===== src/rtl/flit_arbiter_n_if.sv =====
// Flit type, checksum helper and the handshake bundle of the flit arbiter.
// The checksum byte of a flit is the XOR of its three payload bytes.

package types;

    typedef struct packed {
        logic [7:0]  checksum;
        logic [23:0] payload;
    } flit_t;

    // Returns the flit with its checksum field recomputed from the payload.
    function automatic flit_t calculate_checksum_comb(input flit_t f);
        flit_t r;
        r          = f;
        r.checksum = f.payload[23:16] ^ f.payload[15:8] ^ f.payload[7:0];
        return r;
    endfunction

endpackage

interface flit_arbiter_n_if #(
    parameter int NUM_NORMAL = 4
);
    localparam int SRC_W = $clog2(NUM_NORMAL) + 1;

    types::flit_t                    in_system_flit;
    logic                            in_system_flit_valid;
    logic                            in_system_flit_ready;

    types::flit_t [NUM_NORMAL-1:0]   in_normal_flit;
    logic [NUM_NORMAL-1:0]           in_normal_flit_valid;
    logic [NUM_NORMAL-1:0]           in_normal_last;
    logic [NUM_NORMAL-1:0]           in_normal_flit_ready;

    types::flit_t                    out_flit;
    logic                            out_flit_valid;
    logic                            out_flit_ready;
    logic [SRC_W-1:0]                out_src;

    // Traffic side: drives sources and the downstream ready.
    modport master (
        output in_system_flit, in_system_flit_valid,
        input  in_system_flit_ready,
        output in_normal_flit, in_normal_flit_valid, in_normal_last,
        input  in_normal_flit_ready,
        input  out_flit, out_flit_valid, out_src,
        output out_flit_ready
    );

    // Arbiter side.
    modport slave (
        input  in_system_flit, in_system_flit_valid,
        output in_system_flit_ready,
        input  in_normal_flit, in_normal_flit_valid, in_normal_last,
        output in_normal_flit_ready,
        output out_flit, out_flit_valid, out_src,
        input  out_flit_ready
    );

endinterface


===== src/rtl/flit_arbiter_n.sv =====
// Packet-aware flit arbiter: one system channel with bounded priority over
// NUM_NORMAL round-robin normal channels. A multi-flit normal packet locks
// the output until its last flit, so packets are never interleaved.
// Output is a single register stage carrying the checksummed flit.

module flit_arbiter_n #(
    parameter int NUM_NORMAL   = 4,
    parameter int STARVE_LIMIT = 8
) (
    input  logic            nocclk,
    input  logic            rst,
    flit_arbiter_n_if.slave bus
);

    localparam int IDX_W = (NUM_NORMAL > 1) ? $clog2(NUM_NORMAL) : 1;
    localparam int CNT_W = $clog2(STARVE_LIMIT + 1);
    localparam int SRC_W = $clog2(NUM_NORMAL) + 1;

    typedef enum logic {
        IDLE   = 1'b0,
        LOCKED = 1'b1
    } state_t;

    state_t             state_reg, state_next;
    logic [IDX_W-1:0]   lock_ch_reg, lock_ch_next;
    logic [IDX_W-1:0]   rr_ptr_reg, rr_ptr_next;
    logic [CNT_W-1:0]   starve_cnt_reg, starve_cnt_next;

    types::flit_t       out_flit_reg;
    logic               out_valid_reg;
    logic [SRC_W-1:0]   out_src_reg;

    logic               load_en;
    logic               any_normal;
    logic               sel_sys;
    logic               sel_norm;
    logic [IDX_W-1:0]   sel_ch;
    logic               sys_accept;
    logic               norm_accept;
    types::flit_t       sel_flit;
    logic [SRC_W-1:0]   sel_src;

    logic [IDX_W-1:0]   cand_ch [NUM_NORMAL];
    logic [NUM_NORMAL-1:0] cand_valid;
    logic               rr_found;
    logic [IDX_W-1:0]   rr_ch;

    assign load_en    = !out_valid_reg || bus.out_flit_ready;
    assign any_normal = |bus.in_normal_flit_valid;

    // Candidate list rotated so entry 0 is the channel at rr_ptr.
    generate
        for (genvar gi = 0; gi < NUM_NORMAL; gi++) begin : g_rot
            logic [IDX_W:0] sum;
            assign sum = {1'b0, rr_ptr_reg} + (IDX_W+1)'(gi);
            assign cand_ch[gi] = (sum >= (IDX_W+1)'(NUM_NORMAL))
                               ? IDX_W'(sum - (IDX_W+1)'(NUM_NORMAL))
                               : sum[IDX_W-1:0];
            assign cand_valid[gi] = bus.in_normal_flit_valid[cand_ch[gi]];
        end
    endgenerate

    // First valid candidate at or after rr_ptr (lowest rotated index wins).
    always_comb begin
        rr_found = |cand_valid;
        rr_ch    = cand_ch[0];
        for (int i = NUM_NORMAL - 1; i >= 0; i--) begin
            if (cand_valid[i]) begin
                rr_ch = cand_ch[i];
            end
        end
    end

    // Source selection: a lock pins the locked channel; otherwise system
    // wins unless it has already starved waiting normals STARVE_LIMIT times.
    always_comb begin
        sel_sys  = 1'b0;
        sel_norm = 1'b0;
        sel_ch   = rr_ch;
        if (state_reg == LOCKED) begin
            sel_ch   = lock_ch_reg;
            sel_norm = bus.in_normal_flit_valid[lock_ch_reg];
        end else if (bus.in_system_flit_valid &&
                     ((starve_cnt_reg < CNT_W'(STARVE_LIMIT)) || !any_normal)) begin
            sel_sys = 1'b1;
        end else begin
            sel_norm = rr_found;
        end
    end

    assign sys_accept  = sel_sys  && load_en && !rst;
    assign norm_accept = sel_norm && load_en && !rst;
    assign sel_flit    = sel_sys ? bus.in_system_flit : bus.in_normal_flit[sel_ch];
    assign sel_src     = sel_sys ? SRC_W'(NUM_NORMAL) : SRC_W'(sel_ch);

    assign bus.in_system_flit_ready = sys_accept;
    generate
        for (genvar gi = 0; gi < NUM_NORMAL; gi++) begin : g_ready
            assign bus.in_normal_flit_ready[gi] = norm_accept && (sel_ch == IDX_W'(gi));
        end
    endgenerate

    // Next-state: packet lock, round-robin pointer and starvation counter.
    always_comb begin
        state_next      = state_reg;
        lock_ch_next    = lock_ch_reg;
        rr_ptr_next     = rr_ptr_reg;
        starve_cnt_next = starve_cnt_reg;
        if (norm_accept) begin
            if (bus.in_normal_last[sel_ch]) begin
                state_next  = IDLE;
                rr_ptr_next = (sel_ch == IDX_W'(NUM_NORMAL - 1)) ? '0 : sel_ch + 1'b1;
            end else begin
                state_next   = LOCKED;
                lock_ch_next = sel_ch;
            end
        end
        if (norm_accept || !any_normal) begin
            starve_cnt_next = '0;
        end else if (sys_accept && (starve_cnt_reg < CNT_W'(STARVE_LIMIT))) begin
            starve_cnt_next = starve_cnt_reg + 1'b1;
        end
    end

    // Arbitration state register.
    always_ff @(posedge nocclk) begin
        if (rst) begin
            state_reg      <= IDLE;
            lock_ch_reg    <= '0;
            rr_ptr_reg     <= '0;
            starve_cnt_reg <= '0;
        end else begin
            state_reg      <= state_next;
            lock_ch_reg    <= lock_ch_next;
            rr_ptr_reg     <= rr_ptr_next;
            starve_cnt_reg <= starve_cnt_next;
        end
    end

    // Output register: loads on acceptance, empties on drain, holds on stall.
    always_ff @(posedge nocclk) begin
        if (rst) begin
            out_flit_reg  <= '0;
            out_valid_reg <= 1'b0;
            out_src_reg   <= '0;
        end else if (load_en) begin
            if (sys_accept || norm_accept) begin
                out_flit_reg  <= types::calculate_checksum_comb(sel_flit);
                out_src_reg   <= sel_src;
                out_valid_reg <= 1'b1;
            end else begin
                out_valid_reg <= 1'b0;
            end
        end
    end

    assign bus.out_flit       = out_flit_reg;
    assign bus.out_flit_valid = out_valid_reg;
    assign bus.out_src        = out_src_reg;

endmodule


===== src/flat_wrapper.sv =====
// flat-port wrapper written by rule: the top's interface ports become plain ports
module flit_arbiter_n_flat 
#(
    parameter int NUM_NORMAL   = 4,
    parameter int STARVE_LIMIT = 8
)
  (nocclk, rst, bus_in_system_flit, bus_in_system_flit_valid, bus_in_system_flit_ready, bus_in_normal_flit, bus_in_normal_flit_valid, bus_in_normal_last, bus_in_normal_flit_ready, bus_out_flit, bus_out_flit_valid, bus_out_src, bus_out_flit_ready);
  flit_arbiter_n_if #(.NUM_NORMAL(NUM_NORMAL)) bus_i ();
  input  logic nocclk;
  input  logic rst;
  input wire logic [$bits(bus_i.in_system_flit)-1:0] bus_in_system_flit;
  input wire logic [$bits(bus_i.in_system_flit_valid)-1:0] bus_in_system_flit_valid;
  output wire logic [$bits(bus_i.in_system_flit_ready)-1:0] bus_in_system_flit_ready;
  input wire logic [$bits(bus_i.in_normal_flit)-1:0] bus_in_normal_flit;
  input wire logic [$bits(bus_i.in_normal_flit_valid)-1:0] bus_in_normal_flit_valid;
  input wire logic [$bits(bus_i.in_normal_last)-1:0] bus_in_normal_last;
  output wire logic [$bits(bus_i.in_normal_flit_ready)-1:0] bus_in_normal_flit_ready;
  output wire logic [$bits(bus_i.out_flit)-1:0] bus_out_flit;
  output wire logic [$bits(bus_i.out_flit_valid)-1:0] bus_out_flit_valid;
  output wire logic [$bits(bus_i.out_src)-1:0] bus_out_src;
  input wire logic [$bits(bus_i.out_flit_ready)-1:0] bus_out_flit_ready;
  assign bus_i.in_system_flit = bus_in_system_flit;
  assign bus_i.in_system_flit_valid = bus_in_system_flit_valid;
  assign bus_in_system_flit_ready = bus_i.in_system_flit_ready;
  assign bus_i.in_normal_flit = bus_in_normal_flit;
  assign bus_i.in_normal_flit_valid = bus_in_normal_flit_valid;
  assign bus_i.in_normal_last = bus_in_normal_last;
  assign bus_in_normal_flit_ready = bus_i.in_normal_flit_ready;
  assign bus_out_flit = bus_i.out_flit;
  assign bus_out_flit_valid = bus_i.out_flit_valid;
  assign bus_out_src = bus_i.out_src;
  assign bus_i.out_flit_ready = bus_out_flit_ready;
  flit_arbiter_n #(.NUM_NORMAL(NUM_NORMAL), .STARVE_LIMIT(STARVE_LIMIT)) u_core (.nocclk(nocclk), .rst(rst), .bus(bus_i));
endmodule

===== config.mk =====
export PLATFORM = sky130hd
export DESIGN_NAME = flit_arbiter_n_flat
export DESIGN_NICKNAME = d
export VERILOG_FILES = /design/src/rtl/flit_arbiter_n_if.sv /design/src/rtl/flit_arbiter_n.sv /design/src/flat_wrapper.sv
export SDC_FILE = /design/constraint.sdc
export NUM_CORES = 1
export LEC_CHECK = 0
export ABC_AREA = 1
export BUFFER_PORTS_ARGS = -buffer_cell sky130_fd_sc_hd__buf_4
export CORE_ASPECT_RATIO = 0.5
export CORE_UTILIZATION = 49
export CTS_CLUSTER_DIAMETER = 120
export DETAILED_ROUTE_END_ITERATION = 16
export PLACE_DENSITY = 0.95
export SYNTH_ARGS = -nofsm -noshare
export SYNTH_HDL_FRONTEND = slang
export SYNTH_SLANG_ARGS = --single-unit

===== constraint.sdc =====
create_clock -name nocclk -period 3.75 [get_ports nocclk]
set_clock_uncertainty 0.1 [all_clocks]
set_input_delay 0 -clock nocclk [delete_from_list [all_inputs] [get_ports nocclk]]
set_output_delay 0 -clock nocclk [all_outputs]
set_load 0.02 [all_outputs]

==> flow_results.xml <==
<?xml version="1.0" encoding="UTF-8"?>
<metrics>
  <group name="timing">
    <metric name="timing_worst_slew_pin_value" unit="ps">709</metric>
    <metric name="period_minus_slack" unit="ps">3360</metric>
    <metric name="setup_viols_final" unit="">0</metric>
    <metric name="grt_setup_unrepaired" unit="">no</metric>
    <metric name="finalSetupTns" unit="ps">0</metric>
    <metric name="slew_headroom" unit="%">52.6</metric>
    <metric name="min_period_over_period" unit="%">89.6</metric>
    <metric name="finalHoldWorstSlack" unit="ps">8.14</metric>
    <metric name="finalHoldViolations" unit="">0</metric>
    <metric name="drv_slew" unit="">0</metric>
    <metric name="clock.fmax" unit="MHz">298</metric>
    <metric name="worst_slack" unit="ps">389</metric>
  </group>
  <group name="power">
    <metric name="power-per-cell-area" unit="mW/mm^2">693</metric>
    <metric name="static_leak" unit="nW">3.08</metric>
    <metric name="design_power_total" unit="mW">3.73</metric>
    <metric name="peakVddDrop" unit="mV">0.396</metric>
  </group>
  <group name="clock_tree">
    <metric name="worstSkewPairLatency" unit="ps">300</metric>
    <metric name="htreeDepth" unit="">2</metric>
    <metric name="cts_root_buf" unit="">clkbuf_16</metric>
    <metric name="clock_tree.buffer_depth" unit="">2</metric>
    <metric name="tritoncts" unit="">done</metric>
    <metric name="cts.repair_timing.setup_buffer_count" unit="">0</metric>
    <metric name="clock_net_sink_count" unit="">45</metric>
    <metric name="clkTransAtPathRegs" unit="ps">70</metric>
    <metric name="cts_buffers" unit="">5</metric>
  </group>
  <group name="finish">
    <metric name="most_common_cell_after_layout_fill_and_taps_aside" unit="">nand2_1</metric>
    <metric name="layout.core_utilization" unit="%">71.6</metric>
    <metric name="syn2layout_area_growth" unit="%">38.0</metric>
    <metric name="layout-drive-gt1-share" unit="%">26.5</metric>
    <metric name="final_cell_count_no_fill" unit="">962</metric>
    <metric name="antenna-diode-count" unit="">0</metric>
    <metric name="commonest_cells_after_routing_fill_and_taps_aside" unit="">nand2_1 (250), buf_4 (176), nand3_1 (121)</metric>
    <metric name="final_area" unit="sq mm">0.00538</metric>
    <metric name="largest_register_ffs" unit="">32</metric>
    <metric name="fin_nets" unit="">1030</metric>
  </group>
  <group name="global_route">
    <metric name="grt_start_max_net_pins" unit="">64</metric>
    <metric name="grt_first_pass_wirelength" unit="um">20200</metric>
    <metric name="grt_overflow_total" unit="">0</metric>
    <metric name="grt_antenna_before_repair" unit="">0</metric>
    <metric name="gr-usage-all-layers" unit="%">31.0</metric>
    <metric name="first_global_vias" unit="">4450</metric>
  </group>
  <group name="synthesis">
    <metric name="syn-mean-instance-area" unit="sq um">5.58</metric>
    <metric name="synth.yosys.warnings" unit="">0</metric>
    <metric name="post-synth-top-area-fraction" unit="%">24.1</metric>
    <metric name="postSynthCellCount" unit="">699</metric>
    <metric name="synth_top_cells_by_area" unit="">nand2_1 (24%), dfxtp_1 (23%), nand3_1 (16%)</metric>
    <metric name="synthDistinctLibCells" unit="">31</metric>
    <metric name="postSynthNetCount" unit="">876</metric>
    <metric name="synth-seq-area-share" unit="%">23.1</metric>
    <metric name="netlist_area" unit="sq mm">0.00390</metric>
    <metric name="top_cell_type_by_total_area_after_synthesis" unit="">nand2_1</metric>
    <metric name="synth-seq-cells" unit="">45</metric>
  </group>
  <group name="placement">
    <metric name="worst_setup_slack_post_dpl" unit="ps">574</metric>
    <metric name="finalWeightedCongestion" unit="">0.880</metric>
    <metric name="hpwl" unit="um">9690</metric>
    <metric name="buffer_ports.inserted" unit="">172</metric>
    <metric name="placedCellCount" unit="">947</metric>
    <metric name="place_area" unit="sq mm">0.00515</metric>
  </group>
  <group name="floorplan">
    <metric name="ios" unit="">213</metric>
    <metric name="placement_rows" unit="">22</metric>
    <metric name="core_area" unit="sq mm">0.00751</metric>
    <metric name="dieWidth" unit="um">128</metric>
    <metric name="effective_utilization_at_floorplan" unit="%">51.9</metric>
    <metric name="die_height" unit="um">65.1</metric>
    <metric name="dieArea" unit="sq mm">0.00834</metric>
  </group>
  <group name="routing">
    <metric name="drt-total-wl" unit="um">13000</metric>
    <metric name="drtAntennaViolNets" unit="">0</metric>
    <metric name="route.detailed.wl_per_inst" unit="um">13.5</metric>
    <metric name="post_route_drc" unit="">0</metric>
    <metric name="first_pass_iters" unit="">5</metric>
    <metric name="route.detailed.vias_per_inst" unit="">5.17</metric>
    <metric name="via_count" unit="">4970</metric>
    <metric name="drt_iter0_markers" unit="">460</metric>
  </group>
  <group name="worst_setup_path">
    <metric name="path_class" unit="">reg2reg</metric>
    <metric name="cp_cell_sequence" unit="">inv_2, nand2_1, nand2_1, nand2_1, nand2_1, nor2_2, nand2_1, nand2_1, nand3_2, nand2_2, nand2_1, nand3_1, nand3_1, nand2_1, a21boi_1, nand2_1, nand2_1, nor2_1</metric>
    <metric name="timing.critical_path.slowest_cell_delay" unit="ps">610</metric>
    <metric name="cp-start-kind" unit="">flop</metric>
    <metric name="cpMaxStageDelayCell" unit="">nand2_2</metric>
    <metric name="crit_arrival" unit="ps">3480</metric>
    <metric name="cpMostUsedCell" unit="">nand2_1</metric>
    <metric name="critical-path-top-delay-family" unit="">simple AND/OR/NAND/NOR gates</metric>
    <metric name="critPathCaptureType" unit="">flop</metric>
    <metric name="crit_fanout" unit="">35</metric>
    <metric name="worstPathRequired" unit="ps">3870</metric>
    <metric name="worst-path-buf-inv" unit="">1</metric>
  </group>
  <group name="flow_run">
    <metric name="maxCapViolations" unit="">0</metric>
  </group>
  <group name="outcome">
    <metric name="result_of_the_run" unit="">finished, final reports clean</metric>
  </group>
  <group name="min_path">
    <metric name="hp-class" unit="">in2reg</metric>
  </group>
</metrics>
## routing by layer
layer | global-route usage [%] | vias to the layer above | share of wire (%)
li1 | - | 2503 | -
met1 | 38.8 | 2219 | 42
met2 | 51.2 | 202 | 47
met3 | 7.02 | 46 | 7.7
met4 | 13.5 | 0 | 3.3
met5 | 0 | - | 0
## power breakdown
group          leakage, nW  switching [mW]  internal, mW
logic                 2.63            1.68         0.874
registers            0.372          0.0917         0.606
clock network       0.0775           0.209         0.269
## worst register-to-register path, stage by stage, from the launching register on
cell	delay (ps)
dfxtp_1	560
inv_2	200
nand2_1	90
nand2_1	70
nand2_1	100
nand2_1	70
nor2_2	130
nand2_1	100
nand2_1	80
nand3_2	250
nand2_2	610
nand2_1	120
nand3_1	110
nand3_1	150
nand2_1	180
a21boi_1	100
nand2_1	90
nand2_1	40
nor2_1	140
## worst paths after layout
check                                            start                 endpoint  slack, ps  cells after the start
worst max-delay path              u_core.rr_ptr_reg[0]  u_core.bus.out_flit[30]        390                     18
worst min-delay path            bus_in_system_flit[22]  u_core.bus.out_flit[22]          8                      4
worst max register to register    u_core.rr_ptr_reg[0]  u_core.bus.out_flit[30]        390                     18
worst min register to register   u_core.bus.out_src[0]    u_core.bus.out_src[0]        380                      2
## synth_stat cells (all sizes together)
master and instances:
nand2 258, nand4 2, nor2 32, or2 25, a21boi 7, buf 20, ha 5, o21ai 25
dfxtp 45, a21oi 31, o211ai 9, nor3 1, xor2 1, clkbuf 16, a211oi 1, inv 96
nand3 124, a31oi 1
## kinds of logic after synthesis
logic type / count (synthesis) / share of synthesized area (%)
AND/OR/NAND/NOR: 442 / 49.5
XOR/XNOR: 1 / 0.225
buffers and inverters: 132 / 14.5
adder cells (fa/ha/maj): 5 / 1.60
AO/OA/AOI/OAI: 74 / 11.0
flip-flops: 45 / 23.1
## area by class of cell
type                    instances  area, sq um
fillers                       612         2130
flip-flops and latches         45          901
repair buffers                183         1390
multi-input cells             522         2440
inverters                      96          360
clock buffers                   6          139
clock inverters                 2         17.5
well taps                     108          135
## repair_timing
action / CTS / global route
resized for setup: 0 / 0
hold endpoints to repair: 10 / 0
hold buffers: 7 / 0
(Power assumes the default switching activity.)
